===== config.mk =====
export PLATFORM = sky130hd
export DESIGN_NAME = keypad_scanner_eep
export DESIGN_NICKNAME = d
export VERILOG_FILES = /design/src/rtl/keypad_pkg.sv /design/src/rtl/keypad_scan_timer.sv /design/src/rtl/keypad_scanner_eep.sv
export SDC_FILE = /design/constraint.sdc
export NUM_CORES = 1
export LEC_CHECK = 0
export ABC_AREA = 1
export CAP_MARGIN = 20
export CORE_AREA = 2 2 129 99
export CTS_CLUSTER_DIAMETER = 40
export DETAILED_ROUTE_END_ITERATION = 12
export DIE_AREA = 0 0 131 101
export SLEW_MARGIN = 20
export SYNTH_ARGS = -nofsm -noshare
export SYNTH_HDL_FRONTEND = slang
export SYNTH_SLANG_ARGS = --single-unit
export TNS_END_PERCENT = 100

===== constraint.sdc =====
create_clock -name clk -period 9.78 [get_ports clk]
set_input_delay 2.445 -clock clk [delete_from_list [all_inputs] [get_ports clk]]
set_output_delay 2.445 -clock clk [all_outputs]
set_load 0.02 [all_outputs]

===== src/rtl/keypad_pkg.sv =====
// Shared constants, FSM/frame-class encodings and the frame classifier for the keypad scanner.
package keypad_pkg;

    localparam int KEY_W   = 4;
    localparam int ROWS    = 4;
    localparam int COLS    = 4;
    localparam int ENTRY_W = 4 * KEY_W;

    localparam logic [1:0] ST_IDLE         = 2'd0;
    localparam logic [1:0] ST_PRESS_WAIT   = 2'd1;
    localparam logic [1:0] ST_PRESSED      = 2'd2;
    localparam logic [1:0] ST_RELEASE_WAIT = 2'd3;

    localparam logic [1:0] CLS_NONE   = 2'd0;
    localparam logic [1:0] CLS_SINGLE = 2'd1;
    localparam logic [1:0] CLS_MULTI  = 2'd2;

    typedef struct packed {
        logic [1:0]       cls;
        logic [KEY_W-1:0] code;
    } frame_class_t;

    // hits[row*COLS+col] is high where that intersection was seen pressed during the frame.
    function automatic frame_class_t classify_frame(input logic [ROWS*COLS-1:0] hits);
        frame_class_t res;
        logic [4:0]   n;
        res.cls  = CLS_NONE;
        res.code = '0;
        n        = '0;
        for (int i = 0; i < ROWS * COLS; i++) begin
            if (hits[i]) begin
                n        = n + 5'd1;
                res.code = KEY_W'(i);
            end
        end
        if (n == 5'd1) begin
            res.cls = CLS_SINGLE;
        end else if (n > 5'd1) begin
            res.cls = CLS_MULTI;
        end
        return res;
    endfunction

endpackage


===== src/rtl/keypad_scan_timer.sv =====
// Column scan timing: dwell counter, column index, active-low column drive and
// the dwell-end / frame-end strobes.
module keypad_scan_timer
    import keypad_pkg::*;
#(
    parameter int SCAN_TICK = 100_000
) (
    input  logic            clk,
    input  logic            reset,
    output logic            dwell_end,
    output logic            frame_end,
    output logic [1:0]      col_idx,
    output logic [COLS-1:0] col_out
);

    localparam int TICK_W = (SCAN_TICK > 1) ? $clog2(SCAN_TICK) : 1;
    localparam logic [TICK_W-1:0] TICK_LAST = TICK_W'(SCAN_TICK - 1);

    logic [TICK_W-1:0] tick_q, tick_d;
    logic [1:0]        col_idx_q, col_idx_d;
    logic [COLS-1:0]   col_out_q, col_out_d;

    assign dwell_end = (tick_q == TICK_LAST);
    assign frame_end = dwell_end && (col_idx_q == 2'(COLS - 1));
    assign col_idx   = col_idx_q;
    assign col_out   = col_out_q;

    // col_out is registered from the next index so it switches on the same edge as col_idx.
    always_comb begin
        tick_d    = tick_q + TICK_W'(1);
        col_idx_d = col_idx_q;
        if (dwell_end) begin
            tick_d    = '0;
            col_idx_d = col_idx_q + 2'd1;
        end
        col_out_d = ~(COLS'(1) << col_idx_d);
    end

    always_ff @(posedge clk or negedge reset) begin
        if (!reset) begin
            tick_q    <= '0;
            col_idx_q <= '0;
            col_out_q <= 4'b1110;
        end else begin
            tick_q    <= tick_d;
            col_idx_q <= col_idx_d;
            col_out_q <= col_out_d;
        end
    end

endmodule


===== src/rtl/keypad_scanner_eep.sv =====
// 4x4 hex keypad scanner: synchronizes rows, classifies each scan frame, debounces
// press/release over whole frames and shifts accepted codes into a 16-bit entry word.
module keypad_scanner_eep
    import keypad_pkg::*;
#(
    parameter int SCAN_TICK       = 100_000,
    parameter int DEBOUNCE_FRAMES = 20
) (
    input  logic               clk,
    input  logic               reset,
    input  logic [ROWS-1:0]    row_in,
    input  logic               clear,
    output logic [COLS-1:0]    col_out,
    output logic [KEY_W-1:0]   key_code,
    output logic               key_valid,
    output logic               key_held,
    output logic [ENTRY_W-1:0] entry_value
);

    localparam int CNT_W = $clog2(DEBOUNCE_FRAMES + 1);
    localparam logic [CNT_W-1:0] CNT_ONE  = CNT_W'(1);
    localparam logic [CNT_W-1:0] CNT_DONE = CNT_W'(DEBOUNCE_FRAMES);

    logic       dwell_end;
    logic       frame_end;
    logic [1:0] col_idx;

    keypad_scan_timer #(
        .SCAN_TICK (SCAN_TICK)
    ) u_scan_timer (
        .clk       (clk),
        .reset     (reset),
        .dwell_end (dwell_end),
        .frame_end (frame_end),
        .col_idx   (col_idx),
        .col_out   (col_out)
    );

    logic [ROWS-1:0]            row_meta_q, row_meta_d;
    logic [ROWS-1:0]            row_sync_q, row_sync_d;
    logic [COLS-1:0][ROWS-1:0]  sample_q, sample_d;
    logic [COLS-1:0][ROWS-1:0]  frame_rows;
    logic [ROWS*COLS-1:0]       hits;
    frame_class_t               frame_cls;

    logic [1:0]         state_q, state_d;
    logic [KEY_W-1:0]   cand_q, cand_d;
    logic [CNT_W-1:0]   cnt_q, cnt_d;
    logic [CNT_W-1:0]   cnt_inc;
    logic               accept;
    logic [KEY_W-1:0]   key_code_q, key_code_d;
    logic               key_valid_q, key_valid_d;
    logic               key_held_q, key_held_d;
    logic [ENTRY_W-1:0] entry_q, entry_d;

    assign key_code    = key_code_q;
    assign key_valid   = key_valid_q;
    assign key_held    = key_held_q;
    assign entry_value = entry_q;

    // The last column is still being latched on the frame-end cycle, so classify it straight from the synchronizer.
    always_comb begin
        row_meta_d = row_in;
        row_sync_d = row_meta_q;
        sample_d   = sample_q;
        if (dwell_end) begin
            sample_d[col_idx] = row_sync_q;
        end
        frame_rows         = sample_q;
        frame_rows[COLS-1] = row_sync_q;
        hits               = '0;
        for (int r = 0; r < ROWS; r++) begin
            for (int c = 0; c < COLS; c++) begin
                hits[r*COLS + c] = ~frame_rows[c][r];
            end
        end
        frame_cls = classify_frame(hits);
    end

    always_comb begin
        state_d     = state_q;
        cand_d      = cand_q;
        cnt_d       = cnt_q;
        key_code_d  = key_code_q;
        key_held_d  = key_held_q;
        key_valid_d = 1'b0;
        accept      = 1'b0;
        cnt_inc     = (cnt_q == CNT_DONE) ? cnt_q : cnt_q + CNT_W'(1);
        if (frame_end) begin
            case (state_q)
                ST_IDLE: begin
                    if (frame_cls.cls == CLS_SINGLE) begin
                        cand_d = frame_cls.code;
                        cnt_d  = CNT_ONE;
                        if (DEBOUNCE_FRAMES == 1) begin
                            accept = 1'b1;
                        end else begin
                            state_d = ST_PRESS_WAIT;
                        end
                    end
                end
                ST_PRESS_WAIT: begin
                    if (frame_cls.cls == CLS_SINGLE) begin
                        if (frame_cls.code == cand_q) begin
                            cnt_d = cnt_inc;
                            if (cnt_inc == CNT_DONE) begin
                                accept = 1'b1;
                            end
                        end else begin
                            cand_d = frame_cls.code;
                            cnt_d  = CNT_ONE;
                        end
                    end else begin
                        state_d = ST_IDLE;
                        cnt_d   = '0;
                    end
                end
                ST_PRESSED: begin
                    if (frame_cls.cls == CLS_NONE) begin
                        cnt_d = CNT_ONE;
                        if (DEBOUNCE_FRAMES == 1) begin
                            state_d    = ST_IDLE;
                            key_held_d = 1'b0;
                        end else begin
                            state_d = ST_RELEASE_WAIT;
                        end
                    end
                end
                default: begin
                    if (frame_cls.cls == CLS_NONE) begin
                        cnt_d = cnt_inc;
                        if (cnt_inc == CNT_DONE) begin
                            state_d    = ST_IDLE;
                            key_held_d = 1'b0;
                        end
                    end else begin
                        state_d = ST_PRESSED;
                    end
                end
            endcase
        end
        if (accept) begin
            state_d     = ST_PRESSED;
            key_code_d  = cand_d;
            key_held_d  = 1'b1;
            key_valid_d = 1'b1;
        end
    end

    // A clear on the same cycle as key_valid wins over the shift.
    always_comb begin
        entry_d = entry_q;
        if (clear) begin
            entry_d = '0;
        end else if (key_valid_q) begin
            entry_d = {entry_q[ENTRY_W-KEY_W-1:0], key_code_q};
        end
    end

    always_ff @(posedge clk or negedge reset) begin
        if (!reset) begin
            row_meta_q  <= '1;
            row_sync_q  <= '1;
            sample_q    <= '1;
            state_q     <= ST_IDLE;
            cand_q      <= '0;
            cnt_q       <= '0;
            key_code_q  <= '0;
            key_valid_q <= 1'b0;
            key_held_q  <= 1'b0;
            entry_q     <= '0;
        end else begin
            row_meta_q  <= row_meta_d;
            row_sync_q  <= row_sync_d;
            sample_q    <= sample_d;
            state_q     <= state_d;
            cand_q      <= cand_d;
            cnt_q       <= cnt_d;
            key_code_q  <= key_code_d;
            key_valid_q <= key_valid_d;
            key_held_q  <= key_held_d;
            entry_q     <= entry_d;
        end
    end

endmodule


==> run metrics <==
Slew Limit Fails 0; mean post-synth cell area 7.07 um^2; Yosys top cell area share 25.1%; DR vias 4521; Fill cells 1202; RR Endpoint cand_q[2]; post-synthesis simple-gate area fraction 36.3%; family with the most delay on the worst path adder cells; multi-input logic area 0.00276 mm^2; Compound-Gate Fraction of Synth Area 9.60%; fraction of power spent switching nets 34.1%; internal power 0.588 mW; io pins 33; Via density 4.74; number of global-route vias before repair 4308; unrepaired setup endpoints after global routing false; post-synthesis xor/xnor area fraction 1.16%; sequential area share after synthesis 36.6%; Synth Area in Adders 5.22%; sequential power share 35.8%; count leader, synth nand2_1; pin count of the biggest net entering global routing 77; Post-synth top flop dfrtp_1; Die Y 101 um; post-synthesis mux area share 0%; critical path class reg2reg; fmax 115 MHz; R2R Path Start frame_rows[4]; CP Launch Type flop; reg2reg path depth 55; Slew HR 38.4%; Row Count 35; nets 811; EDFF count, synth 0; Num CTS Buffers 9; leakage 3.05 nW; Fin Setup TNS 0 ps; gr ovfl total 0; syn nets 776; DP Area 0.00575 mm^2; Power, Total 0.893 mW; Post-synth top cells nand2_1, inv_1, nor2_1; number of cells on the worst hold path 0; worst stage delay on the critical path 550 ps; flop2flop setup slack 1110 ps; CTS resizes 0; #FFs+latches synth 76; share of the clock period used by the worst path 88.6%; htree depth 3; routability cong. 0.829; VDD IR-drop max 0.0713 mV; GRT Total Usage 17.9%; Worst Hold Launch row_meta_q[0]; clock power share 33.4%; FF+latch area 0.00193 mm^2; WP buf/inv 8; initial antenna violation count 0; die area 0.0132 mm^2; Hold Crit Class reg2reg; Core Region 0.0120 mm^2; Critical Path Stages 55; DR iter-0 viols 195; Hold Path End row_sync_q[0]; area leader, netlist dfrtp_1; DRC viols 0; final instance area 0.00602 mm^2; CTS Hold Bufs 0; Crit-path slowest cell dfstp_2; Max Buffers Root-to-Sink 2; sw power 0.305 mW; DR pass1 iterations 4; Mapped Cells 747; layout cells sized above 1 14.2%; ANT cells 0; Hold Vio Cnt, Final 0; post-route ant nets 0; first-pass GRT wire length 19400 um; Async SR Flop Fraction 100%; area growth from synthesis to layout 14.1%; synth unique cells 40; most used cell, CP nand2_1; PD cells 148 mW/mm^2; Critical Path RT 9990 ps; TritonCTS clock tree built; Ys Warns 0; Worst Path Arrival 8880 ps; setup bufs post-CTS 0; maxcap violations 0; HPWL Detailed 8410 um; drt total wl 10800 um; Root Driver clkbuf_16; Clock Latency Late Sink 330 ps; Tmin final 8670 ps; Die X 131 um; Clock Sinks 76; port buffer count 32; status complete, no violations; endpoint class of the critical path flop; worst-path fanout max 6; WL/cell 11.3 um; Worst-path clk slew 60 ps; largest family of logic cells by synthesized area simple AND/OR/NAND/NOR gates; Starting Density 43.8%; Comb pwr share 30.7%; top post-synthesis cells by area dfrtp_1, nand2_1, dfstp_2; Layout Skew 6.22 ps; Final Setup Violations 0; post-synthesis cell area 0.00528 mm^2; Slew @ Worst Pin 924 ps
-- per-stage QoR --
stage                     std cells  setup WS [ps]  util, %  hold slack [ps]
after floorplan                 747           1730        -              345
after detailed placement        937           1110     47.8              348
after global placement          937           1440     47.8              346
after global routing            953            346     50.0              358
final                           953           1110     50.0              355
after CTS                       953           1090     50.0              356
-- sequential cells by signal, indices dropped and copies added, names as in the netlist --
register	flops
cand_q	4
entry_value	16
frame_rows	12
row_sync_q	4
key_valid	1
key_held	1
u_scan_timer.tick_q	17
state_q	2
row_meta_q	4
u_scan_timer.col_idx	2
key_code	4
u_scan_timer.col_out	4
cnt_q	5
-- cells in the final DEF (no fill, tap or decap), drive strengths merged, types with 2 or more instances in the layout --
| cell type | n |
|---|---|
| nand2 | 232 |
| inv | 143 |
| nand3 | 70 |
| nor2 | 68 |
| dfrtp | 53 |
| o21ai | 50 |
| clkdlybuf4s50 | 31 |
| dfstp | 23 |
| ha | 22 |
| a21oi | 15 |
| clkbuf | 11 |
| o21bai | 10 |
| nand4 | 10 |
| nor3 | 7 |
| xor2 | 6 |
| o22ai | 6 |
| nand3b | 6 |
| nor4 | 4 |
| or2 | 3 |
| a31oi | 3 |
| clkinv | 3 |
| o211ai | 2 |
| and2 | 2 |
| clkinvlp | 2 |
-- layer usage --
layer / vias to the layer above / GRT usage, % / share of wire [%]
met4: 0 / 4.09 / 0.71
met5: - / 0 / 0
met3: 10 / 4.03 / 3.1
met1: 2040 / 25.5 / 53
met2: 53 / 27.7 / 43
li1: 2418 / - / -
-- kinds of logic (layout without fill, tap and decap cells) --
group | Yosys count | after routing
AOI/OAI and AO/OA | 89 | 89
xor gates and xnor gates | 7 | 7
adders and majority gates | 22 | 22
buffers and inverters | 151 | 191
DFF | 76 | 76
and+or+nand+nor | 402 | 402
-- worst reg2reg max path: cells and delay by family (launching register included) --
| family | cells | cell delay (ps) |
|---|---|---|
| compound gates | 3 | 550 |
| fa+ha+maj | 14 | 3910 |
| simple gates | 30 | 3030 |
| buf+inv | 8 | 510 |
| flops | 1 | 550 |
-- worst max-delay path by stage --
stage / start / to / slack [ps]
after global routing: frame_rows[4] / cand_q[2] / 350
after CTS: frame_rows[4] / key_code[2] / 1090
after floorplan: frame_rows[4] / key_code[1] / 1730
after detailed placement: frame_rows[4] / cand_q[2] / 1110
after global placement: frame_rows[4] / cand_q[1] / 1440
final: frame_rows[4] / cand_q[2] / 1110
-- power groups by stage --
stage / logic, mW / clock network (mW) / registers (mW)
2_1_floorplan: 0.226 / 0 / 0.324
3_3_place_gp: 0.270 / 0 / 0.325
3_5_place_dp: 0.275 / 0 / 0.325
4_1_cts: 0.277 / 0.309 / 0.320
5_1_grt: 0.322 / 0.325 / 0.320
6_report: 0.275 / 0.299 / 0.320
-- area by class of cell --
type	count	area share [%]
timing repair buffer	32	5.28
tap	166	3.45
clock buffer	11	3.86
sequential	76	32.1
clock inverter	5	0.623
inverter	143	8.91
multi-input combinational	520	45.8
Power figures use the tool's default switching activity.
